File: src/rtl/combat_pkg.sv
// -----------------------------------------------------------------------------
// combat_pkg
// Shared definitions for the combat resolver slice:
//   - attack type encodings coming from player_core
//   - active-frame windows for light and heavy attacks
//   - hitstun counter sizing (doubled when COUNTER_HIT_EN is defined)
// Configuration macro: COUNTER_HIT_EN
// -----------------------------------------------------------------------------
package combat_pkg;

    // Encodings 0 and 3 both mean "no attack"; only 1 and 2 can ever land.
    typedef enum logic [1:0] {
        ATK_NONE  = 2'd0,
        ATK_LIGHT = 2'd1,
        ATK_HEAVY = 2'd2
    } atk_type_e;

    // Inclusive active windows, in attack frames.
    localparam logic [5:0] LIGHT_WIN_LO = 6'd4;
    localparam logic [5:0] LIGHT_WIN_HI = 6'd8;
    localparam logic [5:0] HEAVY_WIN_LO = 6'd8;
    localparam logic [5:0] HEAVY_WIN_HI = 6'd14;

`ifdef COUNTER_HIT_EN
    localparam int STUN_MULT = 2;
`else
    localparam int STUN_MULT = 1;
`endif

    // Width of a hitstun counter able to hold the longest possible stun.
    function automatic int stun_width(input int frames);
        return $clog2(frames * STUN_MULT + 1);
    endfunction

endpackage

File: src/rtl/combat_resolver_if.sv
// -----------------------------------------------------------------------------
// combat_resolver_if
// Bundle between the two player cores / scene logic and the combat resolver.
//   master : game side; drives SCEN, positions, facing and attack state,
//            receives hitstun, health, hit pulses and KO.
//   slave  : combat_resolver.
// Signals:
//   SCEN                   game-tick enable, one-cycle pulse per frame
//   pN_pos_x / pN_pos_y    player positions
//   pN_face_right          facing
//   pN_attack_active/type/frame  attack state
//   pN_hitstun_active      hitstun flag back to each player_core
//   pN_hp                  health
//   hit_pulse              bit0 P1 struck P2, bit1 P2 struck P1 (one cycle)
//   ko                     bit0 P1 down, bit1 P2 down (sticky)
// -----------------------------------------------------------------------------
interface combat_resolver_if
    import combat_pkg::*;
#(
    parameter int POS_WIDTH = 10,
    parameter int HP_WIDTH  = 7
) ();

    logic                 SCEN;
    logic [POS_WIDTH-1:0] p1_pos_x;
    logic [POS_WIDTH-1:0] p2_pos_x;
    logic [POS_WIDTH-1:0] p1_pos_y;
    logic [POS_WIDTH-1:0] p2_pos_y;
    logic                 p1_face_right;
    logic                 p2_face_right;
    logic                 p1_attack_active;
    logic                 p2_attack_active;
    atk_type_e            p1_attack_type;
    atk_type_e            p2_attack_type;
    logic [5:0]           p1_attack_frame;
    logic [5:0]           p2_attack_frame;
    logic                 p1_hitstun_active;
    logic                 p2_hitstun_active;
    logic [HP_WIDTH-1:0]  p1_hp;
    logic [HP_WIDTH-1:0]  p2_hp;
    logic [1:0]           hit_pulse;
    logic [1:0]           ko;

    modport master (
        output SCEN,
        output p1_pos_x, p2_pos_x, p1_pos_y, p2_pos_y,
        output p1_face_right, p2_face_right,
        output p1_attack_active, p2_attack_active,
        output p1_attack_type, p2_attack_type,
        output p1_attack_frame, p2_attack_frame,
        input  p1_hitstun_active, p2_hitstun_active,
        input  p1_hp, p2_hp, hit_pulse, ko
    );

    modport slave (
        input  SCEN,
        input  p1_pos_x, p2_pos_x, p1_pos_y, p2_pos_y,
        input  p1_face_right, p2_face_right,
        input  p1_attack_active, p2_attack_active,
        input  p1_attack_type, p2_attack_type,
        input  p1_attack_frame, p2_attack_frame,
        output p1_hitstun_active, p2_hitstun_active,
        output p1_hp, p2_hp, hit_pulse, ko
    );

endinterface

File: src/rtl/fighter_damage_track.sv
// -----------------------------------------------------------------------------
// fighter_damage_track
// Per-player combat state: health, hitstun counter, KO flag, and the
// "landed" latch that limits this player's own attack to one hit.
// Ports:
//   clk, reset      clock, synchronous active-high reset
//   scen            game tick
//   attack_active   this player's attack in progress (clears landed latch)
//   landed_set      this player's attack hit the opponent this tick
//   struck          this player was hit this tick (already tick-qualified)
//   dmg, stun_len   damage and hitstun applied when struck
//   hp              health (registered)
//   hitstun_active  hitstun counter nonzero (registered)
//   landed          landed latch
//   down            sticky KO flag
// -----------------------------------------------------------------------------
module fighter_damage_track
    import combat_pkg::*;
#(
    parameter int HP_WIDTH = 7,
    parameter int HP_MAX   = 100,
    parameter int STUN_W   = 5
) (
    input  logic                clk,
    input  logic                reset,
    input  logic                scen,
    input  logic                attack_active,
    input  logic                landed_set,
    input  logic                struck,
    input  logic [HP_WIDTH-1:0] dmg,
    input  logic [STUN_W-1:0]   stun_len,
    output logic [HP_WIDTH-1:0] hp,
    output logic                hitstun_active,
    output logic                landed,
    output logic                down
);

    logic [STUN_W-1:0]   stun_cnt;
    logic [STUN_W-1:0]   stun_next;
    logic [HP_WIDTH-1:0] hp_next;

    always_comb begin
        // NOTE: every output of this block gets a default first, so no path
        // can leave it unassigned and infer a latch.
        hp_next   = hp;
        stun_next = stun_cnt;
        if (struck) begin
            hp_next   = (hp > dmg) ? hp - dmg : '0;
            stun_next = stun_len;
        end else if (scen && stun_cnt != '0) begin
            stun_next = stun_cnt - 1'b1;
        end
    end

    always_ff @(posedge clk) begin
        if (reset) begin
            hp             <= HP_WIDTH'(HP_MAX);
            stun_cnt       <= '0;
            hitstun_active <= 1'b0;
            landed         <= 1'b0;
            down           <= 1'b0;
        end else begin
            // NOTE: non-blocking assignments so every register samples the
            // pre-edge values regardless of statement order.
            hp             <= hp_next;
            stun_cnt       <= stun_next;
            hitstun_active <= (stun_next != '0);
            down           <= down | (struck && hp_next == '0);
            if (landed_set) begin
                landed <= 1'b1;
            end else if (scen && !attack_active) begin
                landed <= 1'b0;
            end
        end
    end

endmodule

File: src/rtl/combat_resolver.sv
// -----------------------------------------------------------------------------
// combat_resolver
// Decides hits between two player_cores each game tick (SCEN), applies
// damage/hitstun through one fighter_damage_track per player, and reports
// health, one-cycle hit pulses and sticky KO flags. All outputs registered.
// Ports:
//   clk    system clock
//   reset  synchronous active-high reset (dominates SCEN)
//   bus    combat_resolver_if.slave (player state in, combat results out)
// Configuration macro: COUNTER_HIT_EN -- a defender struck while its own
// attack is active takes 1.5x damage and double hitstun.
// -----------------------------------------------------------------------------
module combat_resolver
    import combat_pkg::*;
#(
    parameter int POS_WIDTH      = 10,
    parameter int HP_WIDTH       = 7,
    parameter int HP_MAX         = 100,
    parameter int HITSTUN_FRAMES = 20,
    parameter int REACH_LIGHT    = 40,
    parameter int REACH_HEAVY    = 56,
    parameter int Y_TOL          = 48,
    parameter int DMG_LIGHT      = 5,
    parameter int DMG_HEAVY      = 12
) (
    input  logic                clk,
    input  logic                reset,
    combat_resolver_if.slave    bus
);

    localparam int STUN_W = stun_width(HITSTUN_FRAMES);
    localparam int DW     = POS_WIDTH + 1;

    localparam logic [DW-1:0] REACH_L = DW'(REACH_LIGHT);
    localparam logic [DW-1:0] REACH_H = DW'(REACH_HEAVY);
    localparam logic [DW-1:0] Y_LIM   = DW'(Y_TOL);

    // One extra bit so the magnitude never wraps.
    function automatic logic [DW-1:0] abs_diff(input logic [POS_WIDTH-1:0] a,
                                               input logic [POS_WIDTH-1:0] b);
        return (a >= b) ? ({1'b0, a} - {1'b0, b}) : ({1'b0, b} - {1'b0, a});
    endfunction

    function automatic logic in_window(input atk_type_e t, input logic [5:0] f);
        case (t)
            ATK_LIGHT: return (f >= LIGHT_WIN_LO) && (f <= LIGHT_WIN_HI);
            ATK_HEAVY: return (f >= HEAVY_WIN_LO) && (f <= HEAVY_WIN_HI);
            default:   return 1'b0;
        endcase
    endfunction

    // Attacker-side geometry and timing; dx = 0 satisfies either facing.
    function automatic logic strike_ok(
        input logic                 active,
        input atk_type_e            t,
        input logic [5:0]           frame,
        input logic                 face_right,
        input logic [POS_WIDTH-1:0] ax,
        input logic [POS_WIDTH-1:0] ay,
        input logic [POS_WIDTH-1:0] dx,
        input logic [POS_WIDTH-1:0] dy
    );
        logic facing_ok;
        logic reach_ok;
        facing_ok = face_right ? (dx >= ax) : (dx <= ax);
        reach_ok  = abs_diff(ax, dx) <= ((t == ATK_HEAVY) ? REACH_H : REACH_L);
        return active && in_window(t, frame) && facing_ok && reach_ok
               && (abs_diff(ay, dy) <= Y_LIM);
    endfunction

    logic                p1_strikes;
    logic                p2_strikes;
    logic [HP_WIDTH-1:0] p1_dmg;
    logic [HP_WIDTH-1:0] p2_dmg;
    logic [STUN_W-1:0]   p1_stun;
    logic [STUN_W-1:0]   p2_stun;
    logic                p1_landed;
    logic                p2_landed;
    logic                p1_down;
    logic                p2_down;
    logic                p1_stunned;
    logic                p2_stunned;
    logic [1:0]          hit_pulse_q;

    // pN_dmg / pN_stun describe what player N inflicts on the opponent.
    always_comb begin
        p1_dmg  = (bus.p1_attack_type == ATK_HEAVY) ? HP_WIDTH'(DMG_HEAVY)
                                                    : HP_WIDTH'(DMG_LIGHT);
        p2_dmg  = (bus.p2_attack_type == ATK_HEAVY) ? HP_WIDTH'(DMG_HEAVY)
                                                    : HP_WIDTH'(DMG_LIGHT);
        p1_stun = STUN_W'(HITSTUN_FRAMES);
        p2_stun = STUN_W'(HITSTUN_FRAMES);
`ifdef COUNTER_HIT_EN
        if (bus.p2_attack_active) begin
            p1_dmg  = p1_dmg + (p1_dmg >> 1);
            p1_stun = STUN_W'(2 * HITSTUN_FRAMES);
        end
        if (bus.p1_attack_active) begin
            p2_dmg  = p2_dmg + (p2_dmg >> 1);
            p2_stun = STUN_W'(2 * HITSTUN_FRAMES);
        end
`endif
    end

    // Both directions are evaluated from the same pre-tick state, so a trade
    // lands both hits on the same tick.
    always_comb begin
        p1_strikes = bus.SCEN && !p1_landed && !p2_stunned && !p1_down && !p2_down
                     && strike_ok(bus.p1_attack_active, bus.p1_attack_type,
                                  bus.p1_attack_frame, bus.p1_face_right,
                                  bus.p1_pos_x, bus.p1_pos_y,
                                  bus.p2_pos_x, bus.p2_pos_y);
        p2_strikes = bus.SCEN && !p2_landed && !p1_stunned && !p1_down && !p2_down
                     && strike_ok(bus.p2_attack_active, bus.p2_attack_type,
                                  bus.p2_attack_frame, bus.p2_face_right,
                                  bus.p2_pos_x, bus.p2_pos_y,
                                  bus.p1_pos_x, bus.p1_pos_y);
    end

    fighter_damage_track #(
        .HP_WIDTH (HP_WIDTH),
        .HP_MAX   (HP_MAX),
        .STUN_W   (STUN_W)
    ) u_p1_track (
        .clk            (clk),
        .reset          (reset),
        .scen           (bus.SCEN),
        .attack_active  (bus.p1_attack_active),
        .landed_set     (p1_strikes),
        .struck         (p2_strikes),
        .dmg            (p2_dmg),
        .stun_len       (p2_stun),
        .hp             (bus.p1_hp),
        .hitstun_active (p1_stunned),
        .landed         (p1_landed),
        .down           (p1_down)
    );

    fighter_damage_track #(
        .HP_WIDTH (HP_WIDTH),
        .HP_MAX   (HP_MAX),
        .STUN_W   (STUN_W)
    ) u_p2_track (
        .clk            (clk),
        .reset          (reset),
        .scen           (bus.SCEN),
        .attack_active  (bus.p2_attack_active),
        .landed_set     (p2_strikes),
        .struck         (p1_strikes),
        .dmg            (p1_dmg),
        .stun_len       (p1_stun),
        .hp             (bus.p2_hp),
        .hitstun_active (p2_stunned),
        .landed         (p2_landed),
        .down           (p2_down)
    );

    // Strike terms are already tick-qualified, so non-SCEN cycles clear this.
    always_ff @(posedge clk) begin
        if (reset) begin
            hit_pulse_q <= 2'b00;
        end else begin
            hit_pulse_q <= {p2_strikes, p1_strikes};
        end
    end

    assign bus.hit_pulse         = hit_pulse_q;
    assign bus.ko                = {p2_down, p1_down};
    assign bus.p1_hitstun_active = p1_stunned;
    assign bus.p2_hitstun_active = p2_stunned;

endmodule

File: src/flat_wrapper.sv
// flat-port wrapper written by rule: the top's interface ports become plain ports
module combat_resolver_flat import combat_pkg::*;
#(
    parameter int POS_WIDTH      = 10,
    parameter int HP_WIDTH       = 7,
    parameter int HP_MAX         = 100,
    parameter int HITSTUN_FRAMES = 20,
    parameter int REACH_LIGHT    = 40,
    parameter int REACH_HEAVY    = 56,
    parameter int Y_TOL          = 48,
    parameter int DMG_LIGHT      = 5,
    parameter int DMG_HEAVY      = 12
)
  (clk, reset, bus_SCEN, bus_p1_pos_x, bus_p2_pos_x, bus_p1_pos_y, bus_p2_pos_y, bus_p1_face_right, bus_p2_face_right, bus_p1_attack_active, bus_p2_attack_active, bus_p1_attack_type, bus_p2_attack_type, bus_p1_attack_frame, bus_p2_attack_frame, bus_p1_hitstun_active, bus_p2_hitstun_active, bus_p1_hp, bus_p2_hp, bus_hit_pulse, bus_ko);
  combat_resolver_if #(.POS_WIDTH(POS_WIDTH), .HP_WIDTH(HP_WIDTH)) bus_i ();
  input  logic clk;
  input  logic reset;
  input wire logic [$bits(bus_i.SCEN)-1:0] bus_SCEN;
  input wire logic [$bits(bus_i.p1_pos_x)-1:0] bus_p1_pos_x;
  input wire logic [$bits(bus_i.p2_pos_x)-1:0] bus_p2_pos_x;
  input wire logic [$bits(bus_i.p1_pos_y)-1:0] bus_p1_pos_y;
  input wire logic [$bits(bus_i.p2_pos_y)-1:0] bus_p2_pos_y;
  input wire logic [$bits(bus_i.p1_face_right)-1:0] bus_p1_face_right;
  input wire logic [$bits(bus_i.p2_face_right)-1:0] bus_p2_face_right;
  input wire logic [$bits(bus_i.p1_attack_active)-1:0] bus_p1_attack_active;
  input wire logic [$bits(bus_i.p2_attack_active)-1:0] bus_p2_attack_active;
  input wire logic [$bits(bus_i.p1_attack_type)-1:0] bus_p1_attack_type;
  input wire logic [$bits(bus_i.p2_attack_type)-1:0] bus_p2_attack_type;
  input wire logic [$bits(bus_i.p1_attack_frame)-1:0] bus_p1_attack_frame;
  input wire logic [$bits(bus_i.p2_attack_frame)-1:0] bus_p2_attack_frame;
  output wire logic [$bits(bus_i.p1_hitstun_active)-1:0] bus_p1_hitstun_active;
  output wire logic [$bits(bus_i.p2_hitstun_active)-1:0] bus_p2_hitstun_active;
  output wire logic [$bits(bus_i.p1_hp)-1:0] bus_p1_hp;
  output wire logic [$bits(bus_i.p2_hp)-1:0] bus_p2_hp;
  output wire logic [$bits(bus_i.hit_pulse)-1:0] bus_hit_pulse;
  output wire logic [$bits(bus_i.ko)-1:0] bus_ko;
  assign bus_i.SCEN = bus_SCEN;
  assign bus_i.p1_pos_x = bus_p1_pos_x;
  assign bus_i.p2_pos_x = bus_p2_pos_x;
  assign bus_i.p1_pos_y = bus_p1_pos_y;
  assign bus_i.p2_pos_y = bus_p2_pos_y;
  assign bus_i.p1_face_right = bus_p1_face_right;
  assign bus_i.p2_face_right = bus_p2_face_right;
  assign bus_i.p1_attack_active = bus_p1_attack_active;
  assign bus_i.p2_attack_active = bus_p2_attack_active;
  assign bus_i.p1_attack_type = bus_p1_attack_type;
  assign bus_i.p2_attack_type = bus_p2_attack_type;
  assign bus_i.p1_attack_frame = bus_p1_attack_frame;
  assign bus_i.p2_attack_frame = bus_p2_attack_frame;
  assign bus_p1_hitstun_active = bus_i.p1_hitstun_active;
  assign bus_p2_hitstun_active = bus_i.p2_hitstun_active;
  assign bus_p1_hp = bus_i.p1_hp;
  assign bus_p2_hp = bus_i.p2_hp;
  assign bus_hit_pulse = bus_i.hit_pulse;
  assign bus_ko = bus_i.ko;
  combat_resolver #(.POS_WIDTH(POS_WIDTH), .HP_WIDTH(HP_WIDTH), .HP_MAX(HP_MAX), .HITSTUN_FRAMES(HITSTUN_FRAMES), .REACH_LIGHT(REACH_LIGHT), .REACH_HEAVY(REACH_HEAVY), .Y_TOL(Y_TOL), .DMG_LIGHT(DMG_LIGHT), .DMG_HEAVY(DMG_HEAVY)) u_core (.clk(clk), .reset(reset), .bus(bus_i));
endmodule
File: config.mk
export PLATFORM = sky130hd
export DESIGN_NAME = combat_resolver_flat
export DESIGN_NICKNAME = d
export VERILOG_FILES = /design/src/rtl/combat_pkg.sv /design/src/rtl/combat_resolver_if.sv /design/src/rtl/fighter_damage_track.sv /design/src/rtl/combat_resolver.sv /design/src/flat_wrapper.sv
export SDC_FILE = /design/constraint.sdc
export NUM_CORES = 1
export LEC_CHECK = 0
export ABC_AREA = 1
export BUFFER_PORTS_ARGS = -buffer_cell sky130_fd_sc_hd__buf_4
export CAP_MARGIN = 10
export CORE_AREA = 2 2 98 100
export CTS_CLUSTER_DIAMETER = 150
export CTS_CLUSTER_SIZE = 28
export DETAILED_ROUTE_END_ITERATION = 10
export DIE_AREA = 0 0 100 102
export PLACE_DENSITY = 0.85
export RECOVER_POWER = 25
export SLEW_MARGIN = 20
export SYNTH_ARGS = -nofsm -noshare
export SYNTH_HDL_FRONTEND = slang
export SYNTH_SLANG_ARGS = --single-unit
File: constraint.sdc
create_clock -name clk -period 3.6 [get_ports clk]
set_clock_uncertainty 0.1 [all_clocks]
set_input_delay 0.18 -clock clk [delete_from_list [all_inputs] [get_ports clk]]
set_output_delay 0.18 -clock clk [all_outputs]
set_load 0.02 [all_outputs]
==> results of run 1 <==
==> through the flow <==
| stage | area, µm² | setup WS, ns | cells |
|---|---|---|---|
| floorplan | 4880 | 0.800 | 879 |
| global placement | 5560 | 0.513 | 1059 |
| detailed placement | 5560 | 0.393 | 1059 |
| CTS | 5660 | 0.694 | 1067 |
| global route | 5610 | 0.338 | 1067 |
| finish | 5610 | 0.685 | 1067 |
==> layout make-up <==
| class | count | area share [%] |
|---|---|---|
| sequential | 32 | 11.4 |
| inverter | 181 | 12.1 |
| clock buffer | 6 | 1.29 |
| clock inverter | 2 | 0.624 |
| timing repair buffer | 84 | 10.4 |
| multi-input combinational | 651 | 61.7 |
| tap | 111 | 2.47 |
==> worst reg2reg max path, cell delays in order, from the launching register on <==
cell and delay [ns]:
dfxtp_1 0.34, nor2_1 0.18, nand4_1 0.12, a21oi_1 0.24, nand3_1 0.11, nor2_1 0.13, nand2_1 0.13, nor2_4 0.21
nand3_4 0.21, nor2_4 0.13, nand3_1 0.08, nor2_1 0.13, nand2_1 0.08, a21oi_2 0.10
==> power groups by stage <==
stage	combinational (µW)	clock [µW]	sequential, µW
after floorplan	708	0	450
after global placement	926	0	441
after detailed placement	939	0	444
after CTS	947	343	436
after global routing	1080	362	443
final	938	340	438
==> metal layers <==
metal	part of all wire [%]	wire length, µm	vias up	global-route usage [%]
met5	0	0	-	0
met4	1.7	192	0	6.11
met3	4.8	555	24	2.39
met2	49	5630	141	41.7
met1	44	5090	2366	29.3
li1	-	-	2871	-
==> cells in the mapped netlist <==
master	number	area, µm²
a21o_1	1	7.51
a21oi_1	32	160
a21oi_2	4	35.0
a31oi_1	1	6.26
a41oi_1	1	8.76
and2_1	1	6.26
buf_1	1	3.75
buf_2	4	20.0
buf_4	5	37.5
buf_6	2	22.5
clkbuf_1	2	7.51
clkbuf_2	1	5.00
dfxtp_1	32	641
ha_1	54	676
inv_1	180	676
inv_2	1	3.75
mux2i_1	1	10.0
nand2_1	293	1100
nand2_2	1	6.26
nand2_4	2	22.5
nand3_1	67	335
nand3_2	5	50.1
nand3_4	2	35.0
nand3b_1	2	15.0
nand4_1	30	188
nand4_2	1	12.5
nor2_1	85	319
nor2_2	4	25.0
nor2_4	4	45.0
nor3_1	8	40.0
nor3b_1	3	22.5
nor4_1	1	6.26
o2111ai_1	2	17.5
o21a_1	2	15.0
o21ai_0	15	75.1
o21ai_1	3	15.0
o21ai_2	2	17.5
o21bai_1	1	7.51
or2_2	6	37.5
xnor2_1	4	35.0
xor2_1	13	114
==> final timing paths <==
check	startpoint	endpoint	slack [ns]
worst max-delay path	bus_p2_pos_x[8]	u_core.u_p2_track.down$_SDFF_PP0_	0.68
worst min-delay path	bus_p2_attack_active	u_core.u_p2_track.landed$_SDFFE_PP0P_	0.12
worst max register to register	u_core.u_p1_track.down$_SDFF_PP0_	u_core.u_p1_track.down$_SDFF_PP0_	1.26
worst min register to register	u_core.u_p2_track.landed$_SDFFE_PP0P_	u_core.u_p2_track.landed$_SDFFE_PP0P_	0.39
==> state kept, by name, summed over array words and instances (netlist names) <==
register                          count
u_core.u_p2_track.down                1
u_core.u_p2_track.hitstun_active      1
u_core.u_p1_track.stun_cnt            5
u_core.u_p1_track.down                1
u_core.bus.hit_pulse                  2
u_core.u_p2_track.landed              1
u_core.u_p2_track.hp                  7
u_core.u_p1_track.landed              1
u_core.u_p1_track.hitstun_active      1
u_core.u_p1_track.hp                  7
u_core.u_p2_track.stun_cnt            5
==> logic make-up after synthesis <==
group           Yosys count  synth area share [%]
simple gates            515                  46.4
buf+inv                 196                  15.9
compound gates           64                  7.48
fa+ha+maj                54                  13.8
flops                    32                  13.1
xor+xnor                 17                  3.05
mux                       1                 0.205
==> results.toml, run 1 <==
[pwr]
p_comb_share_pct = 54.7
total_power_uw = 1720
p_int_uw = 969
power.share.clock_pct = 19.8
cellPowerDensity_mw_per_mm2 = 306
max-vdd-ir-drop_uv = 256
p_leak_uw = 0.00339
switching_share_pct = 43.6
p_switching_uw = 748
p_seq_share_pct = 25.5

[cts]
clockBufferDepth = 2
ctsHoldBuffers = 0
cts_tree = "done"
clock-sinks = 32
cts_setup_buffers = 0
numCtsBuffers = 5
root_buffer = "clkbuf_8"
clkTransAtPathRegs_ns = 0.07
cts-htree-levels = 2
ctsResizeCount = 0
clk_latency_ns = 0.29

[cells_and_area]
final_layout_size_suffix_gt1_share_pct = 11.5
layout_common_cells = "nand2_1, inv_1, nor2_1, buf_4, nand3_1"
final_nets = 1072
multiInputGateArea_mm2 = 0.00347
layout.cells.most_common = "nand2_1"
utilization_pct = 61.6
num_antenna_cells = 0
seq_area_um2 = 641
fill_cells = 936
syn_to_final_growth_pct = 15.0

[timing]
min_period_ns = 2.92
fin_tns_setup_ns = 0
setup_violations = 0
fmax_mhz = 343
min_period_over_period_pct = 81.0
worstMarginPinSlew_ns = 0.532
timing.slew.headroom_pct = 64.2
hold_violations = 0
rsz0062_at_grt = "false"
whs_ns = 0.124
slew_viol_final = 0

[status]
status = "completed"

[detailed_routing]
wl_um = 11500
ant_nets = 0
first_pass_iters = 5
first_iter_violations = 218
drc = 0
wire_per_inst_um = 10.7
via_per_inst = 5.06
vias = 5402

[floorplan]
fp-row-count = 35
start_util_pct = 53.6
die_h_um = 102
die_w_um = 100
design.die.area_mm2 = 0.0102
coreArea_mm2 = 0.00911
io_pins = 83

[critical_path]
path_delay_family = "simple AND/OR/NAND/NOR gates"
cpMostUsedCell = "nand2_1"
ff2ff_path_depth = 13
slowest_delay_ns = 0.40
crit_path_end_kind = "register"
cp.arrival_ns = 3.04
path_cells = "buf_4 -> inv_1 -> ha_1 -> nand2_2 -> inv_1 -> a21oi_1 -> nand4_1 -> o21ai_0 -> ha_1 -> nand3_1 -> inv_1 -> nand2_1 -> nand3_2 -> nand3_2 -> nand2_1 -> nand2_1 -> nand2_1 -> nor2_1 -> nand2_1 -> a21oi_1"
crit_slowest_cell = "ha_1"
critPathMaxFanout = 10
worst-path-stages = 20
cp-start-kind = "input port"
critPathKind = "input port to register"
worst_ep_required_time_ns = 3.72
path_buf_inv = 4

[global_routing]
grt_pass1_wl_um = 19800
antenna_found_initial = 0
grt_usage_pct = 23.0
grt_pass1_vias = 4836
grt_max_degree = 28
grt_overflow = 0

[synth]
synthesis.nets = 996
avgSynthCellArea_um2 = 5.55
ys_types = 41
syn_inst = 879
yosysSeqAreaShare_pct = 13.1
synth-seq-cells = 32
synth_area_mm2 = 0.00488
yosysWarnings = 0

[place]
port-buffer-count = 82
gp_congestion = 0.908
place_hpwl_um = 9680

[min_path]
worstHoldPathType = "input port to register"
worstHoldPathCells = 3

[run]
cap_violations = 0
No activity file was read; power rests on OpenSTA's default activity.
==> run 2: changes to the inputs <==
Settings changed: ABC_AREA 1 to 0, CORE_AREA 2 2 98 100 to 2 2 90 92, DIE_AREA 0 0 100 102 to 0 0 92 94, PLACE_DENSITY 0.85 to 0.87.
Clock period 3.6 ns to 3 ns, I/O delays scaled along.
==> results.toml, run 2 <==
[pwr]
p_seq_share_pct = 22.1
max-vdd-ir-drop_uv = 223
cellPowerDensity_mw_per_mm2 = 377
p_comb_share_pct = 62.1
power.share.clock_pct = 15.8
p_switching_uw = 1070
p_int_uw = 1410
p_leak_uw = 0.00300
switching_share_pct = 43.1

[run]
cap_violations = 0

[synth]
ys.flop_type = "dfxtp_1"
synth-seq-cells = 32
synth_edf_count = 0
synthesis.nets = 689
yosys-top-cells-area = "ha_1, dfxtp_1, inv_1"
yosys-top-cells-count = "inv_1, ha_1, a21oi_1"
avgSynthCellArea_um2 = 7.23
ys_types = 72
syn_inst = 572
yosysTopAreaCellShare_pct = 16.3
synth_area_mm2 = 0.00413
yosysMostFrequentCell = "inv_1"
yosysWarnings = 0
yosysTopAreaCell = "ha_1"
yosysSeqAreaShare_pct = 15.5
async_flop_share_pct = 0

[timing]
timing.slew.headroom_pct = 38.5
setup_ws_ns = -0.785
hold_violations = 0
worstMarginPinSlew_ns = 0.915
slew_viol_final = 0
min_period_ns = 3.78
min_period_over_period_pct = 126
fmax_mhz = 264
setup_violations = 32
rsz0062_at_grt = "true"

[cells_and_area]
num_antenna_cells = 0
syn_to_final_growth_pct = 58.5
layout.cells.most_common = "buf_4"
final_nets = 891
fill_cells = 374
fin_area_mm2 = 0.00655
final_layout_size_suffix_gt1_share_pct = 39.9
layout_common_cells = "buf_4, inv_1, nor2_1, ha_1, a21oi_1"
utilization_pct = 86.1
reg_top3 = "u_core.u_p1_track.hp x7, u_core.u_p2_track.hp x7"

[floorplan]
io_pins = 83
design.die.area_mm2 = 0.00865
start_util_pct = 54.3
die_h_um = 94
fp-row-count = 32
die_w_um = 92
coreArea_mm2 = 0.00761

[min_path]
min_from = "reset"
worstHoldPathType = "input port to register"

[global_routing]
grt_pass1_wl_um = 23000
grt_usage_pct = 32.6
grt_overflow = 0
grt_max_degree = 25
grt_pass1_vias = 5178
antenna_found_initial = 0

[critical_path]
crit_path_end_kind = "register"
worst_ep_required_time_ns = 3.13
critPathKind = "input port to register"
cp.arrival_ns = 3.91
crit_path_start = "bus_p1_pos_x[1]"
r2r-start = "u_core.u_p1_track.hp[0]$_SDFF_PP0_"
ff2ff_setup_slack_ns = 0.07
critPathMaxFanout = 5
cp-start-kind = "input port"

[detailed_routing]
drc = 0
first_pass_iters = 6
ant_nets = 0
wire_per_inst_um = 20.2
via_per_inst = 6.48
first_iter_violations = 639
vias = 5676
wl_um = 17700

[cts]
numCtsBuffers = 5
root_buffer = "clkbuf_8"
cts-htree-levels = 2
clkTransAtPathRegs_ns = 0.07
cts_tree = "done"
clk_latency_ns = 0.30
clockBufferDepth = 2
clock-sinks = 32

[place]
place_hpwl_um = 10300
gp_congestion = 0.956
port-buffer-count = 82
postPlaceCellArea_mm2 = 0.00572

[status]
violations = "negative setup slack"
status = "finished, violations left"
## run 2: cell count changes after synthesis, moves of 11 or more
cell | before | now
a21oi_1 | 32 | 50
inv_1 | 180 | 73
nand2_1 | 293 | 44
nand2b_1 | 0 | 11
nand3_1 | 67 | 17
nand4_1 | 30 | 8
nor2_1 | 85 | 43
xnor2_1 | 4 | 16
## run 2: cells by family after synthesis
family	share of synthesized area, %
adder cells (fa/ha/maj)	16.3
flip-flops	15.5
XOR/XNOR	5.93
AO/OA/AOI/OAI	27.1
AND/OR/NAND/NOR	24.2
buffers and inverters	9.23
multiplexers	1.79
## run 2: final timing paths
check / to / cells past startpoint
hold / removal: u_core.u_p2_track.hp[0]$_SDFF_PP0_ / 2
setup / recovery: u_core.u_p2_track.hp[5]$_SDFF_PP1_ / 19
setup reg to reg: u_core.u_p1_track.hp[2]$_SDFF_PP1_ / 10
hold reg to reg: u_core.u_p2_track.hp[0]$_SDFF_PP0_ / 2
## run 2: final cells by class
type | instances | area (µm²) | area share [%]
clock buffers | 7 | 96.3 | 1.47
inverters | 73 | 292 | 4.45
multi-input cells | 447 | 3680 | 56.2
flip-flops and latches | 32 | 641 | 9.78
well taps | 102 | 128 | 1.95
repair buffers | 215 | 1720 | 26.2
## run 2: what timing repair did
action,CTS,global route
resized for setup,89,37
setup endpoints to repair,32,32
hold buffers,0,0
gates cloned,2,0
pin swaps,46,29
buffers inserted,15,9
## run 2: power by group through the flow
stage          clock [µW]  sequential, µW  combinational [µW]
4_1_cts               368             536                1330
6_report              391             546                1540
3_3_place_gp            0             539                1140
2_1_floorplan           0             544                 773
3_5_place_dp            0             545                1200
5_1_grt               390             550                1630
## run 2: worst max-delay path, stage by stage
cell and delay (ns):
buf_6 0.10, ha_4 0.24, buf_6 0.12, buf_4 0.13
nand2b_1 0.17, buf_4 0.18, a21oi_1 0.10, a21oi_2 0.24
mux2i_1 0.14, xor2_1 0.19, ha_1 0.35, and3_4 0.24
o21ai_2 0.07, nand2b_1 0.12, mux4_2 0.27, a31oi_4 0.05
a2111o_1 0.47, or3_1 0.42, o211ai_1 0.15
## run 2: metal layers
metal  vias to the layer above  part of all wire, %  GRT usage [%]
met5                         -                    0              0
met4                         0                  7.6           14.7
met3                       155                  9.2           5.14
met2                       471                   48           61.6
met1                      2603                   35           35.6
li1                       2447                    -              -
## run 2: per-stage QoR
| stage | cells | setup slack, ns | total power [µW] | hold slack [ns] | TNS (ns) |
|---|---|---|---|---|---|
| 4_1_cts | 867 | -0.495 | 2240 | 0.107 | -13.61 |
| 3_5_place_dp | 843 | -1.12 | 1750 | 0.360 | -30.32 |
| 5_1_grt | 876 | -0.855 | 2570 | 0.178 | -22.69 |
| 3_3_place_gp | 843 | -0.967 | 1680 | 0.354 | -26.23 |
| 6_report | 876 | -0.785 | 2470 | 0.175 | -20.24 |
| 2_1_floorplan | 572 | -0.725 | 1320 | 0.127 | -18.38 |
